### config.mk
export PLATFORM = sky130hd
export DESIGN_NAME = fetch_sequencer
export DESIGN_NICKNAME = d
export VERILOG_FILES = /design/src/rtl/fetch_pkg.sv /design/src/rtl/fetch_sequencer.sv
export SDC_FILE = /design/constraint.sdc
export NUM_CORES = 1
export LEC_CHECK = 0
export ABC_AREA = 0
export BUFFER_PORTS_ARGS = -buffer_cell sky130_fd_sc_hd__buf_4
export CAP_MARGIN = 20
export CORE_ASPECT_RATIO = 0.75
export CORE_MARGIN = 5
export CORE_UTILIZATION = 45
export CTS_CLUSTER_SIZE = 20
export DETAILED_ROUTE_END_ITERATION = 8
export HOLD_SLACK_MARGIN = 0.12
export PLACE_DENSITY = 0.8
export SYNTH_ARGS = -nofsm -noshare
export SYNTH_HDL_FRONTEND = slang
export SYNTH_SLANG_ARGS = --single-unit
### constraint.sdc
create_clock -name clk -period 2.2 [get_ports clk]
set_input_delay 0.33 -clock clk [delete_from_list [all_inputs] [get_ports clk]]
set_output_delay 0.33 -clock clk [all_outputs]
set_load 0.02 [all_outputs]
### src/rtl/fetch_pkg.sv
`default_nettype none
// ============================================================================
// Module      : fetch_pkg
// Description : Shared state encoding and instruction field layout for the
//               fetch sequencer and the instruction decoder.
// Revision    : 1.0 - initial release
// ============================================================================
package fetch_pkg;

    localparam int ADDR_W  = 8;
    localparam int INS_W   = 16;

    localparam int OP_MSB  = 15;
    localparam int OP_LSB  = 9;
    localparam int R1_MSB  = 8;
    localparam int R1_LSB  = 6;
    localparam int R2_MSB  = 5;
    localparam int R2_LSB  = 3;
    localparam int R3_MSB  = 2;
    localparam int R3_LSB  = 0;
    localparam int IMM_MSB = 5;
    localparam int IMM_LSB = 0;

    typedef enum logic [1:0] {
        IDLE  = 2'd0,
        FETCH = 2'd1,
        ISSUE = 2'd2,
        HALT  = 2'd3
    } state_t;

    function automatic logic [OP_MSB-OP_LSB:0] op_field(input logic [INS_W-1:0] ins);
        return ins[OP_MSB:OP_LSB];
    endfunction

endpackage
`default_nettype wire

### src/rtl/fetch_sequencer.sv
`default_nettype none
// ============================================================================
// Module      : fetch_sequencer
// Description : Program counter, one-per-cycle instruction fetch and issue
//               register with valid/ready handoff to execute.
// Revision    : 1.0 - initial release
// ============================================================================
module fetch_sequencer
    import fetch_pkg::*;
#(
    parameter logic [6:0] HALT_OP   = 7'h7F,
    parameter bit         WRAP_HALT = 1'b0
) (
    input  logic              clk,
    input  logic              rst_n,
    input  logic              Start,
    input  logic [ADDR_W-1:0] StartAddr,
    input  logic              Stop,
    output logic [ADDR_W-1:0] Addr,
    input  logic [INS_W-1:0]  Ins,
    output logic              IssueValid,
    input  logic              IssueReady,
    output logic [INS_W-1:0]  IssueIns,
    output logic [ADDR_W-1:0] IssuePc,
    output logic [6:0]        OpCode,
    output logic [2:0]        R1,
    output logic [2:0]        R2,
    output logic [2:0]        R3,
    output logic [5:0]        Imm6,
    input  logic              Redirect,
    input  logic [ADDR_W-1:0] RedirectAddr,
    output logic              Busy,
    output logic              Halted,
    output logic [15:0]       InsCount
);

    state_t              state, state_d;
    logic [ADDR_W-1:0]   pc, pc_d;
    logic                issue_valid, valid_d;
    logic [INS_W-1:0]    issue_ins, ins_d;
    logic [ADDR_W-1:0]   issue_pc, ipc_d;
    logic [15:0]         ins_count, cnt_d;

    logic                handshake;
    logic                fetch_halt;
    logic [15:0]         cnt_inc;
    logic                do_fetch;

    assign handshake  = issue_valid && IssueReady;
    assign fetch_halt = (op_field(Ins) == HALT_OP);
    assign cnt_inc    = (ins_count == 16'hFFFF) ? ins_count : ins_count + 16'd1;

    always_ff @(posedge clk or negedge rst_n) begin
        if (!rst_n) begin
            state       <= IDLE;
            pc          <= '0;
            issue_valid <= 1'b0;
            issue_ins   <= '0;
            issue_pc    <= '0;
            ins_count   <= '0;
        end else begin
            state       <= state_d;
            pc          <= pc_d;
            issue_valid <= valid_d;
            issue_ins   <= ins_d;
            issue_pc    <= ipc_d;
            ins_count   <= cnt_d;
        end
    end

    // Priority: Stop > Redirect > handshake/fetch > Start
    always_comb begin
        state_d  = state;
        pc_d     = pc;
        valid_d  = issue_valid;
        ins_d    = issue_ins;
        ipc_d    = issue_pc;
        cnt_d    = ins_count;
        do_fetch = 1'b0;
        if (Stop) begin
            state_d = IDLE;
            valid_d = 1'b0;
        end else begin
            case (state)
                IDLE, HALT: begin
                    if (Start) begin
                        pc_d    = StartAddr;
                        cnt_d   = '0;
                        state_d = FETCH;
                    end
                end
                FETCH: begin
                    if (Redirect) begin
                        pc_d    = RedirectAddr;
                        valid_d = 1'b0;
                    end else begin
                        do_fetch = 1'b1;
                    end
                end
                ISSUE: begin
                    // A branch accepted alongside its redirect still counts as issued
                    if (handshake) cnt_d = cnt_inc;
                    if (Redirect) begin
                        pc_d    = RedirectAddr;
                        valid_d = 1'b0;
                        state_d = FETCH;
                    end else if (handshake) begin
                        if (WRAP_HALT && issue_pc == {ADDR_W{1'b1}}) begin
                            valid_d = 1'b0;
                            state_d = HALT;
                        end else begin
                            do_fetch = 1'b1;
                        end
                    end
                end
                default: state_d = IDLE;
            endcase

            if (do_fetch) begin
                if (fetch_halt) begin
                    valid_d = 1'b0;
                    state_d = HALT;
                end else begin
                    ins_d   = Ins;
                    ipc_d   = pc;
                    pc_d    = pc + 8'd1;
                    valid_d = 1'b1;
                    state_d = ISSUE;
                end
            end
        end
    end

    always_comb begin
        Busy   = (state == FETCH) || (state == ISSUE);
        Halted = (state == HALT);
    end

    assign Addr       = pc;
    assign IssueValid = issue_valid;
    assign IssueIns   = issue_ins;
    assign IssuePc    = issue_pc;
    assign InsCount   = ins_count;
    assign OpCode     = issue_ins[OP_MSB:OP_LSB];
    assign R1         = issue_ins[R1_MSB:R1_LSB];
    assign R2         = issue_ins[R2_MSB:R2_LSB];
    assign R3         = issue_ins[R3_MSB:R3_LSB];
    assign Imm6       = issue_ins[IMM_MSB:IMM_LSB];

endmodule
`default_nettype wire

; After elaboration in Yosys (flattened, before gate mapping)
; Index checks and enable logic that the tools add are counted.
[classes]
bitwise_logic = 2
n_addsub = 2
n_reduce_logical = 13
mux = 25
n_eq_ne = 10
[op_table]
columns = operator, n
row1 = 16-bit two-way mux, 3
row2 = 8-bit two-way mux, 4
row3 = 16-bit one-hot mux with 2 select lines, 1
row4 = "16-bit by 1-bit adder with 16-bit output, second input constant", 1
row5 = "16-bit == test, second input constant", 1
row6 = 8-bit one-hot mux with 2 select lines, 1
row7 = 1-bit two-way mux, 10
row8 = "8-bit by 1-bit adder with 8-bit output, second input constant", 1
row9 = 2-bit two-way mux, 4
row10 = "4-bit != test, second input constant", 2
row11 = "7-bit == test, second input constant", 1
row12 = "2-bit != test, second input constant", 3
row13 = 3-bit AND reduction, 2
row14 = 3-bit nonzero test, 2
row15 = 5-bit AND reduction, 1
row16 = "2-bit == test, second input constant", 2
row17 = 2-bit one-hot mux with 2 select lines, 1
row18 = 4-bit nonzero test, 1
row19 = 2-bit OR reduction, 2
row20 = "2-bit by 1-bit == test with 1-bit output, second input constant", 1
row21 = 2-bit logical NOT, 1
row22 = 1-bit inverter, 2
row23 = 1-bit one-hot mux with 2 select lines, 1
row24 = 2-bit AND reduction, 1
row25 = 3 further kinds, 3
[totals]
out_inout_bits = 73
ff_bits = 51
input_bits = 38

; Depth between registers and ports, before layout
[depth]
depth_word = 7
ltp_mapped = 8
ltp_nobuf = 7

; Worst setup path after synthesis
; OpenSTA, ideal clock, no wires.
[synth_timing]
path_type = reg2reg
startpoint = register state[0]
endpoint = register ins_count[8] (netlist: InsCount[8])
slack_ps = 52
t_arrival_ps = 2014
setup_time_ps = 134
stages_incl_launch_ff = 9
path_cell_list = dfrtp_1 -> inv_1 -> ha_1 -> clkinv_1 -> nor4b_1 -> o31ai_2 -> buf_4 -> o21ai_0 -> o31ai_1
[synth_between]
elab_chain_len = 4
[synth_lines]
columns = element, line_no
row1 = start: declaration, fetch_sequencer.sv:37  ; state_t state, state_d;
row2 = start signal: assignment, fetch_sequencer.sv:62  ; state <= state_d;
row3 = 2-bit == test or 2-bit logical NOT (tied branches), fetch_sequencer.sv:84  ; case (state)
row4 = 2-bit OR reduction, fetch_sequencer.sv:84
row5 = 2-bit != test (no line) or 2-bit nonzero test (tied branches), --
row6 = 5-bit AND reduction (no line), --
row7 = end signal: assignment, fetch_sequencer.sv:67  ; ins_count <= cnt_d;
row8 = end: declaration, fetch_sequencer.sv:42  ; logic [15:0] ins_count, cnt_d;
; Parallel ways exist; a longest one is shown, timed or not.
; A chain may end at the register's enable or synchronous reset.

; Final worst setup path
[layout_timing]
startpoint = register state[0]
endpoint = register issue_ins[15] (netlist: IssueIns[15])
[layout_between]
elab_chain_len = 4
[layout_lines]
columns = element, line_no
row1 = 2-bit == test or 2-bit by 1-bit == test with 1-bit output (tied branches), fetch_sequencer.sv:84
row2 = 1-bit one-hot mux with 2 select lines *, fetch_sequencer.sv:84
row3 = 1-bit two-way mux *, fetch_sequencer.sv:80  ; if (Stop) begin
row4 = 3-bit AND reduction (no line) *, --
row5 = end signal: assignment, fetch_sequencer.sv:65  ; issue_ins <= ins_d;
row6 = end: declaration, fetch_sequencer.sv:40  ; logic [INS_W-1:0] issue_ins, ins_d;
; Mark *: on every way between the ends. The rest lies on a longest branch, timed or not. The select of a mux whose other input is x is not followed.

==> metrics.yaml <==
status: "complete, no violations"
clk_pin_slew_ps: 100
htreeDepth: 2
syn_area_per_cell_um2: 10.2
powerDensity_nw_per_um2: 1090
synth-seq-cells: 51
syn-cell-area_um2: 2950
critPathArrivalTime_ps: 2350
first_pass_iters: 4
async_reset_ff_frac: 1.00
relSlewSlack: 0.551
numPortBuffers: 110
tns_ps: 0
rr_endpoint: "IssueIns[15]$_DFFE_PN0P_"
synth_edf_count: 0
final_area_um2: 3940
min_path_cells: 2
grt_pass1_wl_um: 12600
cts_tree: "built"
drcViolationCount: 0
grt_max_degree: 52
synth_cells: 289
whs_endpoint: "IssueIns[5]$_DFFE_PN0P_"
tightestPinTransition_ps: 674
globalRouteOverflowTotal: 0
first_iter_violations: 252
rows: 25
fmax_mhz: 462
worst-r2r-setup-slack_ps: 40
die_width_um: 104
crit_fanout: 6
synthDistinctLibCells: 40
period_share: 0.983
fin_worst_skew_ps: 7.02
crit_required_ps: 2390
worstSetupPathType: "flop to flop"
root_buffer: "clkbuf_8"
cp-start-kind: "flop"
ys_warn_count: 0
grt_pass1_vias: 2461
period_minus_slack_ps: 2160
endpoint_kind: "flop"
ys_seq_area_frac: 0.432
antenna_left: 0
final_nets: 430
start_util: 0.465
hp-start: "Ins[5]"
hpwlAfterDp_um: 5790
clkLatencyLatePin_ps: 300
io_pins: 111
layout_setup_ws_ps: 36.5
post_drt_wl_per_cell_um: 17.3
final_util: 0.620
via_count: 2603
min_path_type: "input pin to flop"
max_cap_viol_count: 0
dp_slack_ps: 68.3
rr_startpoint: "state[0]$_DFFE_PN0P_"
leakagePower_nw: 1.84
synthToLayoutAreaGrowth_pct: 33.4
hold_viol: 0
gp_congestion: 0.886
p_total_mw: 4.28
drive_gt1_frac: 0.447
worst_ir_drop_vdd_mv: 0.438
dpl_cell_area_um2: 3740
rr_worst_depth: 7
wirelength_um: 8100
cts.sinks: 51
vias_per_cell: 5.56
num_antenna_cells: 0
die_height_um: 80.2
cts_inserted_buffers: 5
antenna_found_initial: 0
clockBufferDepth: 2
setup_viol: 0
synth-main-ff-cell: "dfrtp_1"
core_area_um2: 6350
track_usage: 0.184
drv_slew: 0
syn-num-nets: 333
die-area_um2: 8300
-- final cells by class --
cell class	count	area [um2]
Clock buffer	6	82.6
Clock inverter	2	16.3
Fill cell	532	2410
Inverter	9	33.8
Multi-Input combinational cell	191	1410
Sequential cell	51	1280
Tap cell	81	101
Timing Repair Buffer	128	1020
-- registers in the layout, indices dropped and copies added (netlist names) --
signal,count
Addr,8
state,2
IssueValid,1
IssuePc,8
InsCount,16
IssueIns,16
-- cells in the mapped netlist (all sizes together), types with 3 or more instances --
cell type | number | area share
nand3 | 15 | 0.027
ha | 6 | 0.025
mux2i | 14 | 0.047
nor3 | 4 | 0.011
inv | 7 | 0.0089
a211oi | 5 | 0.013
nor2 | 9 | 0.014
and4 | 4 | 0.012
and3 | 4 | 0.0085
o31ai | 13 | 0.035
buf | 29 | 0.074
and2 | 3 | 0.0064
nor2b | 5 | 0.011
nand2 | 19 | 0.024
o22a | 4 | 0.012
a31oi | 4 | 0.0085
clkbuf | 9 | 0.011
nand4 | 5 | 0.011
dfrtp | 51 | 0.43
mux2 | 30 | 0.11
a21oi | 16 | 0.027
o21ai | 18 | 0.031
-- per-layer routing --
layer | global-route usage | share of wire | vias up
met5 | 0 | 0 | -
met4 | 0.0550 | 0.019 | 0
met3 | 0.0482 | 0.064 | 14
met2 | 0.291 | 0.48 | 102
met1 | 0.249 | 0.44 | 1261
li1 | - | - | 1226
-- report_power, final --
group          total (mW)  leakage [nW]  internal [mW]  switching [mW]
sequential           1.52         0.649           1.21           0.304
clock               0.582        0.0474          0.258           0.325
combinational        2.18          1.14           1.03            1.15
-- through the flow --
stage,hold slack (ps),cells
finish,255,468
global placement,400,455
CTS,246,464
floorplan,34.4,289
global route,240,468
detailed placement,409,455
-- cells by family (layout without fill, tap and decap cells) --
kind of cell | Yosys count | in the layout | synth area share
AO/OA/AOI/OAI | 69 | 69 | 0.150
AND/OR/NAND/NOR | 72 | 72 | 0.133
multiplexers | 44 | 44 | 0.162
flip-flops | 51 | 51 | 0.432
buffers and inverters | 47 | 145 | 0.0966
adder cells (fa/ha/maj) | 6 | 6 | 0.0254
-- worst max path at each step --
stage / startpoint / end / slack, ps / depth (start not counted)
floorplan: state[0]$_DFFE_PN0P_ / InsCount[8]$_DFFE_PN0P_ / 50 / 8
global placement: state[0]$_DFFE_PN0P_ / IssuePc[3]$_DFFE_PN0P_ / 150 / 6
detailed placement: state[0]$_DFFE_PN0P_ / IssueIns[15]$_DFFE_PN0P_ / 70 / 6
CTS: state[0]$_DFFE_PN0P_ / IssueIns[15]$_DFFE_PN0P_ / 50 / 6
global route: state[1]$_DFFE_PN0P_ / IssuePc[5]$_DFFE_PN0P_ / -10 / 9
finish: state[0]$_DFFE_PN0P_ / IssueIns[15]$_DFFE_PN0P_ / 40 / 7
-- timing repair --
item	CTS	global route
hold buffers	1	0
resized for setup	0	9
hold endpoints to repair	51	0
buffers inserted	0	2
endpoints found under the setup margin	0	23
-- critical path: stages, from the launching register on --
cell and delay, ps:
dfrtp_1 400, inv_1 90, ha_2 320, a211o_4 370, nor3_4 240, buf_6 160
clkbuf_16 150, mux2_2 330
-- cells in the final DEF (no fill, tap or decap), types with 6 or more instances in the layout --
| cell | netlist | layout |
|---|---|---|
| nand2_1 | 19 | 19 |
| o21ai_0 | 15 | 15 |
| buf_4 | 24 | 121 |
| nand3_1 | 14 | 13 |
| mux2_2 | 29 | 29 |
| clkbuf_8 | 0 | 6 |
| dfrtp_1 | 51 | 51 |
| nor2_1 | 8 | 8 |
| a21oi_1 | 16 | 16 |
| mux2i_1 | 14 | 14 |
| o31ai_1 | 12 | 12 |
No activity file was read; power rests on OpenSTA's default activity.
